$ cat config.mk
export PLATFORM = sky130hd
export DESIGN_NAME = flag_event_log
export DESIGN_NICKNAME = d
export VERILOG_FILES = /design/src/rtl/flag_event_log.sv
export SDC_FILE = /design/constraint.sdc
export NUM_CORES = 1
export LEC_CHECK = 0
export CORE_ASPECT_RATIO = 0.5
export CORE_UTILIZATION = 40
export CTS_CLUSTER_DIAMETER = 100
export DETAILED_ROUTE_END_ITERATION = 8
export PLACE_DENSITY_LB_ADDON = 0.15
export SETUP_SLACK_MARGIN = 0.2
export SLEW_MARGIN = 20
export SYNTH_ARGS = -nofsm -noshare
export SYNTH_HDL_FRONTEND = slang
export SYNTH_SLANG_ARGS = --single-unit
$ cat constraint.sdc
create_clock -name clk -period 2.6 [get_ports clk]
set_input_delay 0.52 -clock clk [delete_from_list [all_inputs] [get_ports clk]]
set_output_delay 0.52 -clock clk [all_outputs]
set_load 0.01 [all_outputs]
$ cat src/rtl/flag_event_log.sv
// Event logger: captures a stamp per flag_in pulse into a first-word-fall-through FIFO.
// Define FLAG_EVENT_LOG_TIMESTAMP_EN to store the timer value instead of the sequence number.
module flag_event_log #(
  parameter int unsigned DEPTH = 4,
  parameter int unsigned DW    = 16
) (
  input  logic                     clk,
  input  logic                     rst_n,
  input  logic                     flag_in,
  input  logic                     clr,
  output logic                     evt_valid,
  input  logic                     evt_ready,
  output logic [DW-1:0]            evt_data,
  output logic [$clog2(DEPTH):0]   evt_level,
  output logic                     overflow,
  output logic [7:0]               drop_cnt
);

  localparam int unsigned AW = $clog2(DEPTH);
  localparam logic [AW:0] FullLvl = (AW+1)'(DEPTH);

  logic [DW-1:0] mem_q [DEPTH];
  logic [DW-1:0] seq_q, seq_d;
  logic [AW-1:0] wptr_q, wptr_d, rptr_q, rptr_d;
  logic [AW:0]   level_q, level_d;
  logic          overflow_q, overflow_d;
  logic [7:0]    drop_q, drop_d;
  logic [DW-1:0] capture;
  logic          full, push, pop, drop;

`ifdef FLAG_EVENT_LOG_TIMESTAMP_EN
  logic [DW-1:0] timer_q, timer_d;

  always_comb begin
    timer_d = clr ? '0 : timer_q + DW'(1);
  end

  always_ff @(posedge clk or negedge rst_n) begin
    if (!rst_n) begin
      timer_q <= '0;
    end else begin
      timer_q <= timer_d;
    end
  end

  assign capture = timer_q;
`else
  assign capture = seq_q;
`endif

  assign full = (level_q == FullLvl);
  assign pop  = ~clr & evt_ready & (level_q != '0);
  // A full FIFO still accepts an event when the head leaves in the same cycle.
  assign push = ~clr & flag_in & (~full | pop);
  assign drop = ~clr & flag_in & full & ~pop;

  always_comb begin
    seq_d      = seq_q;
    wptr_d     = wptr_q;
    rptr_d     = rptr_q;
    level_d    = level_q;
    overflow_d = overflow_q;
    drop_d     = drop_q;
    if (clr) begin
      seq_d      = '0;
      wptr_d     = '0;
      rptr_d     = '0;
      level_d    = '0;
      overflow_d = 1'b0;
      drop_d     = '0;
    end else begin
      if (flag_in) seq_d = seq_q + DW'(1);
      if (push) wptr_d = wptr_q + AW'(1);
      if (pop) rptr_d = rptr_q + AW'(1);
      unique case ({push, pop})
        2'b10:   level_d = level_q + (AW+1)'(1);
        2'b01:   level_d = level_q - (AW+1)'(1);
        default: level_d = level_q;
      endcase
      if (drop) begin
        overflow_d = 1'b1;
        if (drop_q != 8'hFF) drop_d = drop_q + 8'd1;
      end
    end
  end

  always_ff @(posedge clk or negedge rst_n) begin
    if (!rst_n) begin
      seq_q      <= '0;
      wptr_q     <= '0;
      rptr_q     <= '0;
      level_q    <= '0;
      overflow_q <= 1'b0;
      drop_q     <= '0;
    end else begin
      seq_q      <= seq_d;
      wptr_q     <= wptr_d;
      rptr_q     <= rptr_d;
      level_q    <= level_d;
      overflow_q <= overflow_d;
      drop_q     <= drop_d;
    end
  end

  // Storage is not reset; the level counter alone defines which entries are live.
  always_ff @(posedge clk) begin
    if (push) mem_q[wptr_q] <= capture;
  end

  assign evt_valid = (level_q != '0);
  assign evt_data  = evt_valid ? mem_q[rptr_q] : '0;
  assign evt_level = level_q;
  assign overflow  = overflow_q;
  assign drop_cnt  = drop_q;

endmodule

; Word-level counts from Yosys, hierarchy flattened
; Memories as Yosys holds them, arrays and structs flattened.
; Index checks and enable logic that the tools add are counted.
[classes]
eq_ne = 4
bitwise = 10
addsub = 6
muxes = 16
n_reduce_logical = 8
[ops]
columns = operator, count
row1 = 16-bit two-way mux, 3
row2 = 8-bit two-way mux, 3
row3 = 16-bit by 1-bit adder with 16-bit output (second input constant), 1
row4 = 2-bit nonzero test, 5
row5 = 8-bit by 1-bit adder with 8-bit output (second input constant), 1
row6 = 2-bit two-way mux, 4
row7 = 8-bit != test (second input constant), 1
row8 = 1-bit AND, 6
row9 = 3-bit one-hot mux with 2 select lines, 1
row10 = 3-bit nonzero test, 2
row11 = 2-bit by 1-bit adder with 2-bit output (second input constant), 2
row12 = 1-bit two-way mux, 4
row13 = 3-bit by 1-bit adder with 3-bit output (second input constant), 1
row14 = 3-bit equality test (second input constant), 1
row15 = 3-bit two-way mux, 1
row16 = 1-bit inverter, 3
row17 = 3-bit by 1-bit subtractor with 3-bit output (second input constant), 1
row18 = 2-bit by 1-bit equality test with 1-bit output (second input constant), 1
row19 = 2-bit equality test (second input constant), 1
row20 = 2-bit AND reduction, 1
row21 = 1-bit bitwise OR, 1
[totals]
wordCells = 51
output_inout_bits = 29
ramBits = 64
mem_count = 1
register_bits = 32
[memory_table]
columns = name, depth, width, rd, rd_ports_with_merged_regs, write_ports, line
row1 = mem_q, 4, 16, 1, 0, 1, 22  ; logic [DW-1:0] mem_q [DEPTH];

; Logic depth before layout (Yosys ltp)
; Gate-level depths: netlist of the first run.
[logic_depth]
word_depth = 8
depth_mapped = 10
depth_no_buf = 8

; Worst setup path after synthesis of the first run
; Ideal clock, no wire load.
[synth_timing]
path_kind = reg2reg
start = register level_q[1] (netlist: evt_level[1])
end = register level_q[2] (netlist: evt_level[2])
arrival_ns = 2.253
path_buffers = 2
t_required_ns = 2.476
path_slack_ns = 0.223
path_stages_with_launch = 10
setup_ns = 0.124
cell_sequence = dfrtp_1 > buf_6 > or3_1 > clkbuf_2 > nand2_1 > nor3_1 > fa_1 > nor3b_1 > nor3b_1 > o31a_1
[synth_between]
elab_chain_cells = 7
elab_cells_between_ends = 13
[synth_lines]
columns = element, line
row1 = start: declaration, 25  ; logic [AW:0] level_q, level_d;
row2 = start signal: assignment, 99  ; level_q <= level_d;
row3 = 3-bit nonzero test or 3-bit equality test (tied branches), "52, 51"
row4 = 1-bit AND or 1-bit inverter (tied branches), "52, 54"
row5 = 1-bit bitwise OR, 54  ; assign push = ~clr & flag_in & (~full | pop);
row6 = 1-bit AND, 54
row7 = 2-bit by 1-bit equality test with 1-bit output or 2-bit equality test (tied branches), 75  ; unique case ({push, pop})
row8 = 3-bit one-hot mux with 2 select lines, 75
row9 = 3-bit two-way mux, 64  ; if (clr) begin
; Several ways; a longest one is shown, not always the timed one.
; A chain may end at the register's enable or synchronous reset.

; Final worst setup path of the first run
[layout_timing]
start = register rptr_q[0]
end = output evt_data[9]
[layout_between]
elab_chain_cells = 2
[layout_lines]
columns = element, line
row1 = start: declaration, 24  ; logic [AW-1:0] wptr_q, wptr_d, rptr_q, rptr_d;
row2 = start signal: assignment, 98  ; rptr_q <= rptr_d;
row3 = memory 4 x 16 bit, --
row4 = 16-bit two-way mux, 111  ; assign evt_data = evt_valid ? mem_q[rptr_q] : '0;
row5 = end: declaration, 13  ; output logic [DW-1:0] evt_data,
; Every way passes these cells.

==> results of run 1 <==
## cells by family (layout without fill, tap and decap cells)
kind of cell,after synthesis,after routing,synth area share [%]
compound gates,28,28,4.28
xor+xnor,13,13,2.67
fa+ha+maj,7,7,2.23
buf+inv,21,87,2.70
flops,96,96,63.8
mux,22,22,9.97
simple gates,103,103,14.4
## sequential cells by signal (all words and copies together), names as in the netlist
| name | flops |
|---|---|
| capture | 16 |
| overflow | 1 |
| rptr_q | 2 |
| wptr_q | 2 |
| mem_q | 64 |
| drop_cnt | 8 |
| evt_level | 3 |
## layout make-up
type	instances	area [um2]
Fill cell	917	5100
Sequential cell	96	2720
Multi-Input combinational cell	173	1440
Timing Repair Buffer	64	539
Clock buffer	10	229
Tap cell	140	175
Clock inverter	6	51.3
Inverter	7	26.3
## metal layers
| layer | vias to the layer above | track usage, % | share of wire (%) |
|---|---|---|---|
| met3 | 18 | 5.33 | 4.5 |
| li1 | 1207 | - | - |
| met2 | 61 | 27.2 | 45 |
| met1 | 1323 | 23.6 | 49 |
| met5 | - | 0 | 0 |
| met4 | 0 | 5.50 | 1.6 |
## placed cells by master, fill, tap and decap left out, types with 3 or more instances in the layout
cell type,count
sky130_fd_sc_hd__ha_1,6
sky130_fd_sc_hd__o21ai_0,4
sky130_fd_sc_hd__buf_2,8
sky130_fd_sc_hd__edfxtp_1,64
sky130_fd_sc_hd__nand3_1,6
sky130_fd_sc_hd__clkdlybuf4s50_1,16
sky130_fd_sc_hd__nand4_1,5
sky130_fd_sc_hd__dfrtp_1,31
sky130_fd_sc_hd__clkbuf_2,6
sky130_fd_sc_hd__buf_6,5
sky130_fd_sc_hd__clkbuf_16,9
sky130_fd_sc_hd__nor2b_1,4
sky130_fd_sc_hd__mux2_2,4
sky130_fd_sc_hd__a311oi_1,3
sky130_fd_sc_hd__nor4_1,3
sky130_fd_sc_hd__xnor2_1,7
sky130_fd_sc_hd__a21oi_1,10
sky130_fd_sc_hd__nor3_1,6
sky130_fd_sc_hd__or3_1,4
sky130_fd_sc_hd__buf_4,24
sky130_fd_sc_hd__nor2_1,19
sky130_fd_sc_hd__clkinvlp_4,3
sky130_fd_sc_hd__nand2_1,13
sky130_fd_sc_hd__xor2_1,6
sky130_fd_sc_hd__and3_1,5
sky130_fd_sc_hd__and2_1,19
sky130_fd_sc_hd__mux4_2,16
sky130_fd_sc_hd__inv_1,7
## critical path, cell delays in order, from the launching register on
cell                      delay [ns]
sky130_fd_sc_hd__dfrtp_2        0.44
sky130_fd_sc_hd__buf_12         0.13
sky130_fd_sc_hd__buf_6          0.09
sky130_fd_sc_hd__buf_6          0.09
sky130_fd_sc_hd__mux4_2         0.49
sky130_fd_sc_hd__and2_4         0.16
sky130_fd_sc_hd__buf_2          0.13
## power by group through the flow
stage	clock, W	combinational (W)	sequential [W]
2_1_floorplan	0	0.000223	0.00171
3_3_place_gp	0	0.000392	0.00171
3_5_place_dp	0	0.000401	0.00172
4_1_cts	0.00127	0.000407	0.00168
5_1_grt	0.00133	0.000456	0.00169
6_report	0.00123	0.000415	0.00168
## per-stage QoR
stage | setup WS (ns) | utilization (%) | instances | power, W
final | 0.199 | 50.4 | 496 | 0.00333
after global routing | 0.130 | 50.4 | 496 | 0.00347
after CTS | 0.0475 | 50.3 | 493 | 0.00336
after detailed placement | 0.133 | 47.3 | 470 | 0.00212
after global placement | 0.201 | 47.3 | 470 | 0.00211
after floorplan | 0.223 | - | 290 | 0.00194
## what timing repair did
| item | 4_1_cts | 5_1_grt |
|---|---|---|
| buffers inserted | 7 | 3 |
| resized for setup | 43 | 20 |
| pin swaps | 1 | 0 |
| setup endpoints to repair | 16 | 12 |
## worst min-delay path by stage
stage,startpoint,slack [ns],endpoint,depth (start not counted)
CTS,overflow,0.50,overflow,1
floorplan,rst_n,0.22,capture[0],0
finish,overflow,0.51,overflow,1
global route,overflow,0.53,overflow,1
global placement,overflow,0.48,overflow,1
detailed placement,overflow,0.48,overflow,1
==> impl_table.tex, run 1 <==
\begin{tabular}{lr}
\hline
Metric & Value \\
\hline
\multicolumn{2}{l}{\textbf{Yosys}} \\
\quad Most instantiated flip-flop cell in the synthesis netlist & sky130\_fd\_sc\_hd\_\_edfxtp\_1 \\
\quad Largest area contributor in the netlist & sky130\_fd\_sc\_hd\_\_edfxtp\_1 \\
\quad Number of flops mapped to enable cells by yosys & 64 \\
\quad Part of the Yosys area used for sequential elements & 63.8\% \\
\quad Top cell type's share of synthesized area & 45.0\% \\
\quad Post-Syn Nets & 302 \\
\quad Mapped Area & 4270 um2 \\
\quad Yosys warning total & 0 \\
\quad Flops \& latches, synth & 96 \\
\quad Share of synthesized registers carrying an async set or reset & 33.3\% \\
\quad Top-count cell post-synth & sky130\_fd\_sc\_hd\_\_edfxtp\_1 \\
\quad Most common library cells after synthesis & sky130\_fd\_sc\_hd\_\_edfxtp\_1 (64), sky130\_fd\_sc\_hd\_\_dfrtp\_1 (32), sky130\_fd\_sc\_hd\_\_and2\_1 (21), sky130\_fd\_sc\_hd\_\_nor2\_1 (19), sky130\_fd\_sc\_hd\_\_mux4\_2 (16) \\
\quad Number of instances in the synthesized netlist & 290 \\
\quad Synth unique cells & 53 \\
\quad Cell types occupying the most area after synthesis & sky130\_fd\_sc\_hd\_\_edfxtp\_1 (45\%), sky130\_fd\_sc\_hd\_\_dfrtp\_1 (19\%), sky130\_fd\_sc\_hd\_\_mux4\_2 (8.4\%), sky130\_fd\_sc\_hd\_\_and2\_1 (3.1\%), sky130\_fd\_sc\_hd\_\_ha\_1 (1.8\%) \\
\quad Average cell area after synthesis & 14.7 um2 \\
\multicolumn{2}{l}{\textbf{STA}} \\
\quad Max Transition Viols Final & 0 \\
\quad Number of endpoints failing setup at the final stage & 0 \\
\quad Final setup skew & 0.00543 ns \\
\quad Post-route fraction of the period consumed by the critical path & 92.3\% \\
\quad Hold Vio Cnt, Final & 0 \\
\quad Setup TNS & 0 ns \\
\quad Post-layout min period & 2.40 ns \\
\quad Peak Freq & 416 MHz \\
\quad Worst Max-Slew Pin Slew & 0.584 ns \\
\quad Hold slack final & 0.509 ns \\
\quad Max\_slew headroom & 60.5\% \\
\quad Setup repair after global routing missed its margin & true \\
\multicolumn{2}{l}{\textbf{Clocking}} \\
\quad H-tree Lvls & 3 \\
\quad Latest clock arrival within the worst-skew pair & 0.34 ns \\
\quad Clock-pin slew of the registers on the worst-case setup and hold paths & 0.07 ns \\
\quad Sinks on the clock net & 96 \\
\quad Clock buffer count from CTS & 9 \\
\quad \# hold bufs at CTS & 0 \\
\quad Root Buffer & sky130\_fd\_sc\_hd\_\_clkbuf\_16 \\
\quad Maximum buffer depth of the clock tree & 2 \\
\quad TritonCTS clock tree & done \\
\multicolumn{2}{l}{\textbf{Setup path}} \\
\quad Critical path launch point & rptr\_q[0] \\
\quad Worst R2R Start & evt\_level[2] \\
\quad Worst setup path end & evt\_data[9] \\
\quad Worst setup SP type & register \\
\quad Maximum fanout along the worst path & 5 \\
\quad Worst reg2reg path depth & 7 \\
\quad Worst R2R End & evt\_level[2] \\
\quad Critical setup path kind & reg -> out \\
\quad Crit path arrival time & 1.88 ns \\
\quad Sort of element at the end of the critical path & output port \\
\quad Data required, critical path & 2.08 ns \\
\quad Register-to-register setup slack & 0.38 ns \\
\multicolumn{2}{l}{\textbf{Placed design}} \\
\quad Area after DPL & 4870 um2 \\
\quad Total of buffers placed on input and output ports & 33 \\
\quad Gpl congestion & 0.767 \\
\quad HPWL Detailed & 5400 um \\
\multicolumn{2}{l}{\textbf{Route}} \\
\quad 1st-pass router iterations & 6 \\
\quad Number of antenna-violating nets in the routed design & 0 \\
\quad Drt total wl & 8500 um \\
\quad Post-detailed-route DRC marker count & 0 \\
\quad Number of design-rule violations left by the first detailed-router iteration & 159 \\
\quad Count of vias placed by the detailed router & 2609 \\
\quad WL/cell & 17.1 um \\
\quad Vias per cell & 5.26 \\
\multicolumn{2}{l}{\textbf{Power and ir drop}} \\
\quad Leakage power & 1.97 nW \\
\quad Switching Fraction & 23.7\% \\
\quad Share of total power in combinational logic & 12.4\% \\
\quad Power density relative to cell area & 643 nW/um2 \\
\quad Internal power & 0.00254 W \\
\quad NetSw & 0.000789 W \\
\quad Clock share of power & 37.0\% \\
\quad Sequential fraction of design power & 50.5\% \\
\quad Max VDD drop & 0.000327 V \\
\multicolumn{2}{l}{\textbf{GRT}} \\
\quad Antenna violations before repair & 0 \\
\quad Overall routing resource usage & 17.4\% \\
\quad Remaining global-route overflow & 0 \\
\quad Via count of the first global-routing pass & 2594 \\
\quad Wire length of the first global-routing pass & 14000 um \\
\quad Largest net degree at the start of global routing & 33 \\
\multicolumn{2}{l}{\textbf{Floorplanning}} \\
\quad Core footprint & 10300 um2 \\
\quad Chip width & 148 um \\
\quad Height of the die & 75.0 um \\
\quad Floorplan die area & 11100 um2 \\
\quad Initial standard-cell utilization of the core & 41.5\% \\
\quad I/O pin cnt & 34 \\
\quad Row Count & 26 \\
\multicolumn{2}{l}{\textbf{Finish}} \\
\quad Relative area change from synthesis to final layout & 21.4\% \\
\quad Finished layout cell area & 5180 um2 \\
\quad Fraction of layout cells with a size suffix above 1 & 26.7\% \\
\quad Net total in the final layout & 363 \\
\quad Antenna Cells & 0 \\
\multicolumn{2}{l}{\textbf{Status}} \\
\quad Result of the run & finished, final reports clean \\
\multicolumn{2}{l}{\textbf{Min path}} \\
\quad Worst hold-check path type & reg -> reg \\
\multicolumn{2}{l}{\textbf{Flow run}} \\
\quad Count of max-cap constraint violations & 0 \\
\hline
\end{tabular}
No activity file was read; power rests on OpenSTA's default activity.
==> run 2: changes to the inputs <==
--- a/config.mk
+++ b/config.mk
@@ -10,6 +10,7 @@
 export CTS_CLUSTER_DIAMETER = 100
 export DETAILED_ROUTE_END_ITERATION = 8
 export PLACE_DENSITY_LB_ADDON = 0.15
+export RECOVER_POWER = 100
 export SETUP_SLACK_MARGIN = 0.2
 export SLEW_MARGIN = 20
 export SYNTH_ARGS = -nofsm -noshare
==> run 2 against run 1 <==
  * Die area unchanged
  * Wire length about the same
  * Clock skew up 0.0016 ns
  * Sequential power about the same
  * Total power down 0.44%
  * Combinational power down 5%
  * Count of clock-buffer cells in the layout unchanged
  * Design area down 1.3%
  * Core utilization down 0.65 points
  * Cell count unchanged
  * Global-route usage unchanged
  * Flip-flop and latch count unchanged
  * Critical endpoint is now evt_data[1]
  * Largest cell class unchanged
  * Largest power group unchanged
==> impl_table.tex, run 2 (synthesis gave the netlist of run 1 again) <==
\begin{tabular}{lr}
\hline
Metric & Value \\
\hline
\multicolumn{2}{l}{\textbf{STA}} \\
\quad Peak Freq & 416 MHz \\
\quad Number of endpoints failing setup at the final stage & 0 \\
\quad Worst Max-Slew Pin Slew & 0.853 ns \\
\quad Post-route fraction of the period consumed by the critical path & 92.5\% \\
\quad Setup repair after global routing missed its margin & true \\
\quad Setup TNS & 0 ns \\
\quad Max\_slew headroom & 43.1\% \\
\quad Final setup skew & 0.00699 ns \\
\quad Hold slack final & 0.493 ns \\
\quad Hold Vio Cnt, Final & 0 \\
\quad Post-layout min period & 2.41 ns \\
\quad Post-route setup slack & 0.195 ns \\
\quad Max Transition Viols Final & 0 \\
\multicolumn{2}{l}{\textbf{Finish}} \\
\quad Final core utilization & 49.7\% \\
\quad Most common library cell in the layout ignoring fill and taps & sky130\_fd\_sc\_hd\_\_edfxtp\_1 \\
\quad Finished layout cell area & 5110 um2 \\
\quad Highest-count cells in the layout ignoring fill and taps & sky130\_fd\_sc\_hd\_\_edfxtp\_1 (64), sky130\_fd\_sc\_hd\_\_dfrtp\_1 (31), sky130\_fd\_sc\_hd\_\_nor2\_1 (19), sky130\_fd\_sc\_hd\_\_mux4\_2 (16) \\
\quad Largest register FFs & 64 \\
\quad Fraction of layout cells with a size suffix above 1 & 22.5\% \\
\quad Antenna Cells & 0 \\
\quad Relative area change from synthesis to final layout & 19.8\% \\
\quad Register with the highest flop count & mem\_q \\
\quad Net total in the final layout & 363 \\
\multicolumn{2}{l}{\textbf{Clocking}} \\
\quad Root Buffer & sky130\_fd\_sc\_hd\_\_clkbuf\_16 \\
\quad Sinks on the clock net & 96 \\
\quad Clock-pin slew of the registers on the worst-case setup and hold paths & 0.07 ns \\
\quad TritonCTS clock tree & done \\
\quad Clock buffer count from CTS & 9 \\
\quad Latest clock arrival within the worst-skew pair & 0.34 ns \\
\quad Maximum buffer depth of the clock tree & 2 \\
\quad H-tree Lvls & 3 \\
\multicolumn{2}{l}{\textbf{Placed design}} \\
\quad Total of buffers placed on input and output ports & 33 \\
\quad HPWL Detailed & 5400 um \\
\quad Area after DPL & 4870 um2 \\
\quad Gpl congestion & 0.767 \\
\quad Pre-CTS WS & 0.133 ns \\
\multicolumn{2}{l}{\textbf{Power and ir drop}} \\
\quad Max VDD drop & 0.000327 V \\
\quad Leakage power & 1.94 nW \\
\quad Power density relative to cell area & 649 nW/um2 \\
\multicolumn{2}{l}{\textbf{Floorplanning}} \\
\quad Chip width & 148 um \\
\quad Height of the die & 75.0 um \\
\quad Row Count & 26 \\
\quad Floorplan die area & 11100 um2 \\
\quad Core footprint & 10300 um2 \\
\quad Initial standard-cell utilization of the core & 41.5\% \\
\quad I/O pin cnt & 34 \\
\multicolumn{2}{l}{\textbf{GRT}} \\
\quad Largest net degree at the start of global routing & 33 \\
\quad Global routing usage on met2 & 27.2\% \\
\quad Met3 track demand over resource & 5.33\% \\
\quad Antenna violations before repair & 0 \\
\quad Overall routing resource usage & 17.4\% \\
\quad Wire length of the first global-routing pass & 14000 um \\
\quad Via count of the first global-routing pass & 2594 \\
\quad Remaining global-route overflow & 0 \\
\quad Most congested layer reported by global routing & met2 \\
\quad Global Route met1 Usage & 23.6\% \\
\multicolumn{2}{l}{\textbf{Status}} \\
\quad Result of the run & finished, final reports clean \\
\multicolumn{2}{l}{\textbf{Route}} \\
\quad Number of antenna-violating nets in the routed design & 0 \\
\quad WL/cell & 17.1 um \\
\quad 1st-pass router iterations & 4 \\
\quad Drt total wl & 8490 um \\
\quad Post-detailed-route DRC marker count & 0 \\
\quad Vias per cell & 5.16 \\
\quad Count of vias placed by the detailed router & 2559 \\
\quad Number of design-rule violations left by the first detailed-router iteration & 149 \\
\multicolumn{2}{l}{\textbf{Flow run}} \\
\quad Count of max-cap constraint violations & 0 \\
\multicolumn{2}{l}{\textbf{Setup path}} \\
\quad Crit path arrival time & 1.89 ns \\
\quad Maximum fanout along the worst path & 5 \\
\quad Sort of element at the end of the critical path & output port \\
\quad Critical setup path kind & reg -> out \\
\quad Data required, critical path & 2.08 ns \\
\quad Worst setup SP type & register \\
\quad Worst reg2reg path depth & 7 \\
\multicolumn{2}{l}{\textbf{Min path}} \\
\quad Min-Delay Path Depth & 1 \\
\quad Worst hold-check path type & reg -> reg \\
\hline
\end{tabular}
-- run 2: cell count changes in the layout (fill, tap and decap cells not counted), sizes merged --
cell           previous run  this run
clkdlybuf4s50            16         1
dlygate4sd3               0        15
buf                      39        25
clkbuf                   16        30
clkdlybuf4s25             0         2
clkdlybuf4s15             2         1
dlymetal6s2s              1         0
-- run 2: stage by stage --
step	std cells	power, W
after floorplan	290	0.00194
after global placement	470	0.00211
after detailed placement	470	0.00212
after CTS	493	0.00336
after global routing	496	0.00345
final	496	0.00332
-- run 2: where the power goes --
part	total, W	switching, W	internal [W]	leakage (nW)
Clock	0.00124	0.000576	0.000662	0.128
Combinational	0.000396	0.000193	0.000204	0.800
Sequential	0.00168	0.0000225	0.00166	1.01
-- run 2: layout make-up --
class                      count  area, um2
multi-input combinational    173       1410
fill                         930       5170
tap                          140        175
clock inverter                 6       51.3
sequential                    96       2720
timing repair buffer          64        498
clock buffer                  10        229
inverter                       7       26.3
-- run 2: what timing repair did --
action / in CTS / in global routing
buffers inserted: 7 / 3
pin swaps: 1 / 0
resized for setup: 43 / 20
endpoints found under the setup margin: 16 / 12
hold buffers: 0 / 0
-- run 2: critical path, stage by stage (launching register included) --
cell and delay, ns:
sky130_fd_sc_hd__dfrtp_2 0.44, sky130_fd_sc_hd__buf_12 0.14, sky130_fd_sc_hd__clkbuf_1 0.17, sky130_fd_sc_hd__mux4_2 0.50, sky130_fd_sc_hd__and2_1 0.16, sky130_fd_sc_hd__buf_2 0.13
-- run 2: metal layers --
layer	wire (um)	part of all wire, %
met5	0	0
met3	361	4.3
met1	4160	49
met4	129	1.5
met2	3840	45
-- run 2: path summary, 6_finish.rpt --
kind | start | endpoint | slack (ns)
max in group asynchronous | rst_n | rptr_q[0] | 1.19
min in group asynchronous | rst_n | capture[12] | 0.81
setup / recovery | rptr_q[0] | evt_data[1] | 0.19
setup reg to reg | evt_level[2] | evt_level[2] | 0.37
hold reg to reg | overflow | overflow | 0.49
hold / removal | overflow | overflow | 0.49
==> run 3: changes to the inputs <==
--- a/config.mk
+++ b/config.mk
@@ -9,6 +9,7 @@
 export CORE_UTILIZATION = 40
 export CTS_CLUSTER_DIAMETER = 100
 export DETAILED_ROUTE_END_ITERATION = 8
+export MAX_ROUTING_LAYER = met4
 export PLACE_DENSITY_LB_ADDON = 0.15
 export RECOVER_POWER = 100
 export SETUP_SLACK_MARGIN = 0.2
==> run 3 against run 2 <==
  * Clock power hardly changed
  * Die area did not move
  * Non-clock buffer count is the same
  * First-iteration DRC count down 29%
  * Register-to-register slack is essentially flat
  * Flip-flop and latch count stayed put
  * Total power is 0.22% lower
  * Largest power group unchanged
  * Highest routed layer unchanged
==> impl_table.tex, run 3 (synthesis gave the netlist of run 1 again) <==
\begin{tabular}{lr}
\hline
Metric & Value \\
\hline
\multicolumn{2}{l}{\textbf{Setup path}} \\
\quad Levels on crit path & 5 \\
\quad Number of buffers and inverters on the critical path & 3 \\
\quad Slowest cell on the critical path & sky130\_fd\_sc\_hd\_\_mux4\_2 \\
\quad Worst setup SP type & register \\
\quad Highest cell delay on the worst timing path & 0.50 ns \\
\quad Worst R2R Start & evt\_level[2] \\
\quad Maximum fanout along the worst path & 5 \\
\quad Dominant delay contributor by cell family on the critical path & multiplexers \\
\quad Worst-path cell chain & buf\_12 > clkbuf\_1 > mux4\_2 > and2\_1 > buf\_2 \\
\quad Sort of element at the end of the critical path & output port \\
\quad Register-to-register setup slack & 0.38 ns \\
\quad Worst reg2reg path depth & 7 \\
\quad Worst R2R End & evt\_level[2] \\
\quad Critical setup path kind & reg -> out \\
\quad Data required, critical path & 2.08 ns \\
\quad Crit path arrival time & 1.88 ns \\
\multicolumn{2}{l}{\textbf{Route}} \\
\quad Met3 wirelength from detailed routing & 344 um \\
\quad Routed length on met2 & 3880 um \\
\quad Vias per cell & 5.18 \\
\quad Wire length the detailed router placed on met1 & 4180 um \\
\quad WL/cell & 17.1 um \\
\quad Drt total wl & 8500 um \\
\quad Number of antenna-violating nets in the routed design & 0 \\
\quad Count of vias placed by the detailed router & 2569 \\
\quad Number of design-rule violations left by the first detailed-router iteration & 106 \\
\quad Highest signal layer in the routed design & met4 \\
\quad 1st-pass router iterations & 4 \\
\quad Post-detailed-route DRC marker count & 0 \\
\multicolumn{2}{l}{\textbf{GRT}} \\
\quad Remaining global-route overflow & 0 \\
\quad Via count of the first global-routing pass & 2593 \\
\quad Largest net degree at the start of global routing & 33 \\
\quad Wire length of the first global-routing pass & 14000 um \\
\quad Antenna violations before repair & 0 \\
\quad Overall routing resource usage & 17.9\% \\
\multicolumn{2}{l}{\textbf{Floorplanning}} \\
\quad Height of the die & 75.0 um \\
\quad Floorplan die area & 11100 um2 \\
\quad Initial standard-cell utilization of the core & 41.5\% \\
\quad I/O pin cnt & 34 \\
\quad Row Count & 26 \\
\quad Chip width & 148 um \\
\quad Core footprint & 10300 um2 \\
\multicolumn{2}{l}{\textbf{STA}} \\
\quad Worst Max-Slew Pin Slew & 0.852 ns \\
\quad Setup repair after global routing missed its margin & true \\
\quad Post-layout min period & 2.40 ns \\
\quad Post-route fraction of the period consumed by the critical path & 92.3\% \\
\quad Max\_slew headroom & 43.2\% \\
\quad Peak Freq & 417 MHz \\
\quad Max Transition Viols Final & 0 \\
\quad Number of endpoints failing setup at the final stage & 0 \\
\quad Setup TNS & 0 ns \\
\quad Hold Vio Cnt, Final & 0 \\
\quad Final setup skew & 0.00624 ns \\
\multicolumn{2}{l}{\textbf{Flow run}} \\
\quad Count of max-cap constraint violations & 0 \\
\multicolumn{2}{l}{\textbf{Power and ir drop}} \\
\quad Clock share of power & 37.2\% \\
\quad Power density relative to cell area & 648 nW/um2 \\
\quad Share of total power in combinational logic & 12.0\% \\
\quad NetSw & 0.000784 W \\
\quad Max VDD drop & 0.000322 V \\
\quad Leakage power & 1.94 nW \\
\quad Sequential fraction of design power & 50.9\% \\
\quad Internal power & 0.00253 W \\
\quad Switching Fraction & 23.7\% \\
\multicolumn{2}{l}{\textbf{Status}} \\
\quad Result of the run & finished, final reports clean \\
\multicolumn{2}{l}{\textbf{Finish}} \\
\quad Largest register FFs & 64 \\
\quad Number of fillers in the final layout & 931 \\
\quad Final core utilization & 49.7\% \\
\quad Antenna Cells & 0 \\
\quad Register with the highest flop count & mem\_q \\
\quad Most common library cell in the layout ignoring fill and taps & sky130\_fd\_sc\_hd\_\_edfxtp\_1 \\
\quad Final Instance Count excl. Fillers & 496 \\
\quad Relative area change from synthesis to final layout & 19.8\% \\
\quad Fraction of layout cells with a size suffix above 1 & 22.5\% \\
\quad Net total in the final layout & 363 \\
\quad Highest-count cells in the layout ignoring fill and taps & sky130\_fd\_sc\_hd\_\_edfxtp\_1 (64), sky130\_fd\_sc\_hd\_\_dfrtp\_1 (31), sky130\_fd\_sc\_hd\_\_nor2\_1 (19), sky130\_fd\_sc\_hd\_\_mux4\_2 (16), sky130\_fd\_sc\_hd\_\_and2\_1 (16) \\
\multicolumn{2}{l}{\textbf{Placed design}} \\
\quad HPWL Detailed & 5400 um \\
\quad Placed instance count & 470 \\
\quad Gpl congestion & 0.777 \\
\quad Total of buffers placed on input and output ports & 33 \\
\multicolumn{2}{l}{\textbf{Clocking}} \\
\quad Clock buffer count from CTS & 9 \\
\quad Clock-pin slew of the registers on the worst-case setup and hold paths & 0.07 ns \\
\quad Root Buffer & sky130\_fd\_sc\_hd\_\_clkbuf\_16 \\
\quad TritonCTS clock tree & done \\
\quad Maximum buffer depth of the clock tree & 2 \\
\quad Sinks on the clock net & 96 \\
\quad H-tree Lvls & 3 \\
\quad Latest clock arrival within the worst-skew pair & 0.34 ns \\
\multicolumn{2}{l}{\textbf{Min path}} \\
\quad Min-Delay Path Depth & 1 \\
\quad Beginning of the worst hold path & overflow \\
\quad Worst hold-check path type & reg -> reg \\
\quad Terminating pin of the worst hold path & overflow \\
\hline
\end{tabular}
==> run 3: changes by cell type in the layout (fill, tap and decap cells not counted), sizes merged <==
cell,before,now
clkdlybuf4s15,1,0
dlygate4sd2,0,1
==> run 3: power by group through the flow <==
stage,combinational [W],clock (W),sequential [W]
after global placement,0.000392,0,0.00171
after detailed placement,0.000401,0,0.00172
final,0.000396,0.00123,0.00168
after floorplan,0.000223,0,0.00171
after global routing,0.000438,0.00132,0.00169
after CTS,0.000407,0.00127,0.00168
==> run 3: worst max path at each step <==
| stage | startpoint | end | slack (ns) |
|---|---|---|---|
| 6_report | rptr_q[0] | evt_data[1] | 0.20 |
| 5_1_grt | evt_ready | mem_q[2][15] | 0.07 |
| 4_1_cts | rptr_q[0] | evt_data[9] | 0.05 |
| 3_5_place_dp | flag_in | evt_level[2] | 0.13 |
| 3_3_place_gp | evt_ready | evt_level[1] | 0.20 |
| 2_1_floorplan | evt_level[1] | evt_level[2] | 0.22 |
==> run 3: routing by layer <==
| layer | GRT usage, % | up-vias |
|---|---|---|
| li1 | - | 1204 |
| met1 | 23.6 | 1304 |
| met2 | 27.2 | 51 |
| met3 | 4.73 | 10 |
| met4 | 5.84 | 0 |
| met5 | - | - |
==> run 3: layout make-up <==
class	instances	area, um2	share of cell area (%)
sequential	96	2720	53.3
multi-input combinational	173	1410	27.6
clock buffer	10	229	4.48
inverter	7	26.3	0.514
clock inverter	6	51.3	1.00
timing repair buffer	64	497	9.72
tap	140	175	3.43
==> run 3: worst register-to-register path, delay by kind of cell, from the launching register on <==
| family | cells | cell delay, ns |
|---|---|---|
| AO/OA/AOI/OAI | 1 | 0.30 |
| adder cells (fa/ha/maj) | 1 | 0.41 |
| flip-flops | 1 | 0.38 |
| AND/OR/NAND/NOR | 5 | 1.02 |
==> run 3: through the flow <==
| step | total power (W) | hold WS (ns) | setup slack (ns) | area [um2] |
|---|---|---|---|---|
| after floorplan | 0.00194 | 0.224 | 0.223 | 4270 |
| after global routing | 0.00345 | 0.525 | 0.0713 | 5110 |
| after CTS | 0.00336 | 0.502 | 0.0475 | 5170 |
| after global placement | 0.00211 | 0.484 | 0.201 | 4870 |
| final | 0.00331 | 0.492 | 0.200 | 5110 |
| after detailed placement | 0.00212 | 0.481 | 0.133 | 4870 |
==> run 3: what timing repair did <==
| item | 4_1_cts | 5_1_grt |
|---|---|---|
| gates resized for setup | 43 | 19 |
| hold buffers | 0 | 0 |
| endpoints found under the setup margin | 16 | 11 |
| gates cloned | 0 | 0 |
| hold endpoints to repair | 0 | 0 |
| setup buffers | 7 | 3 |
| pin swaps | 1 | 0 |
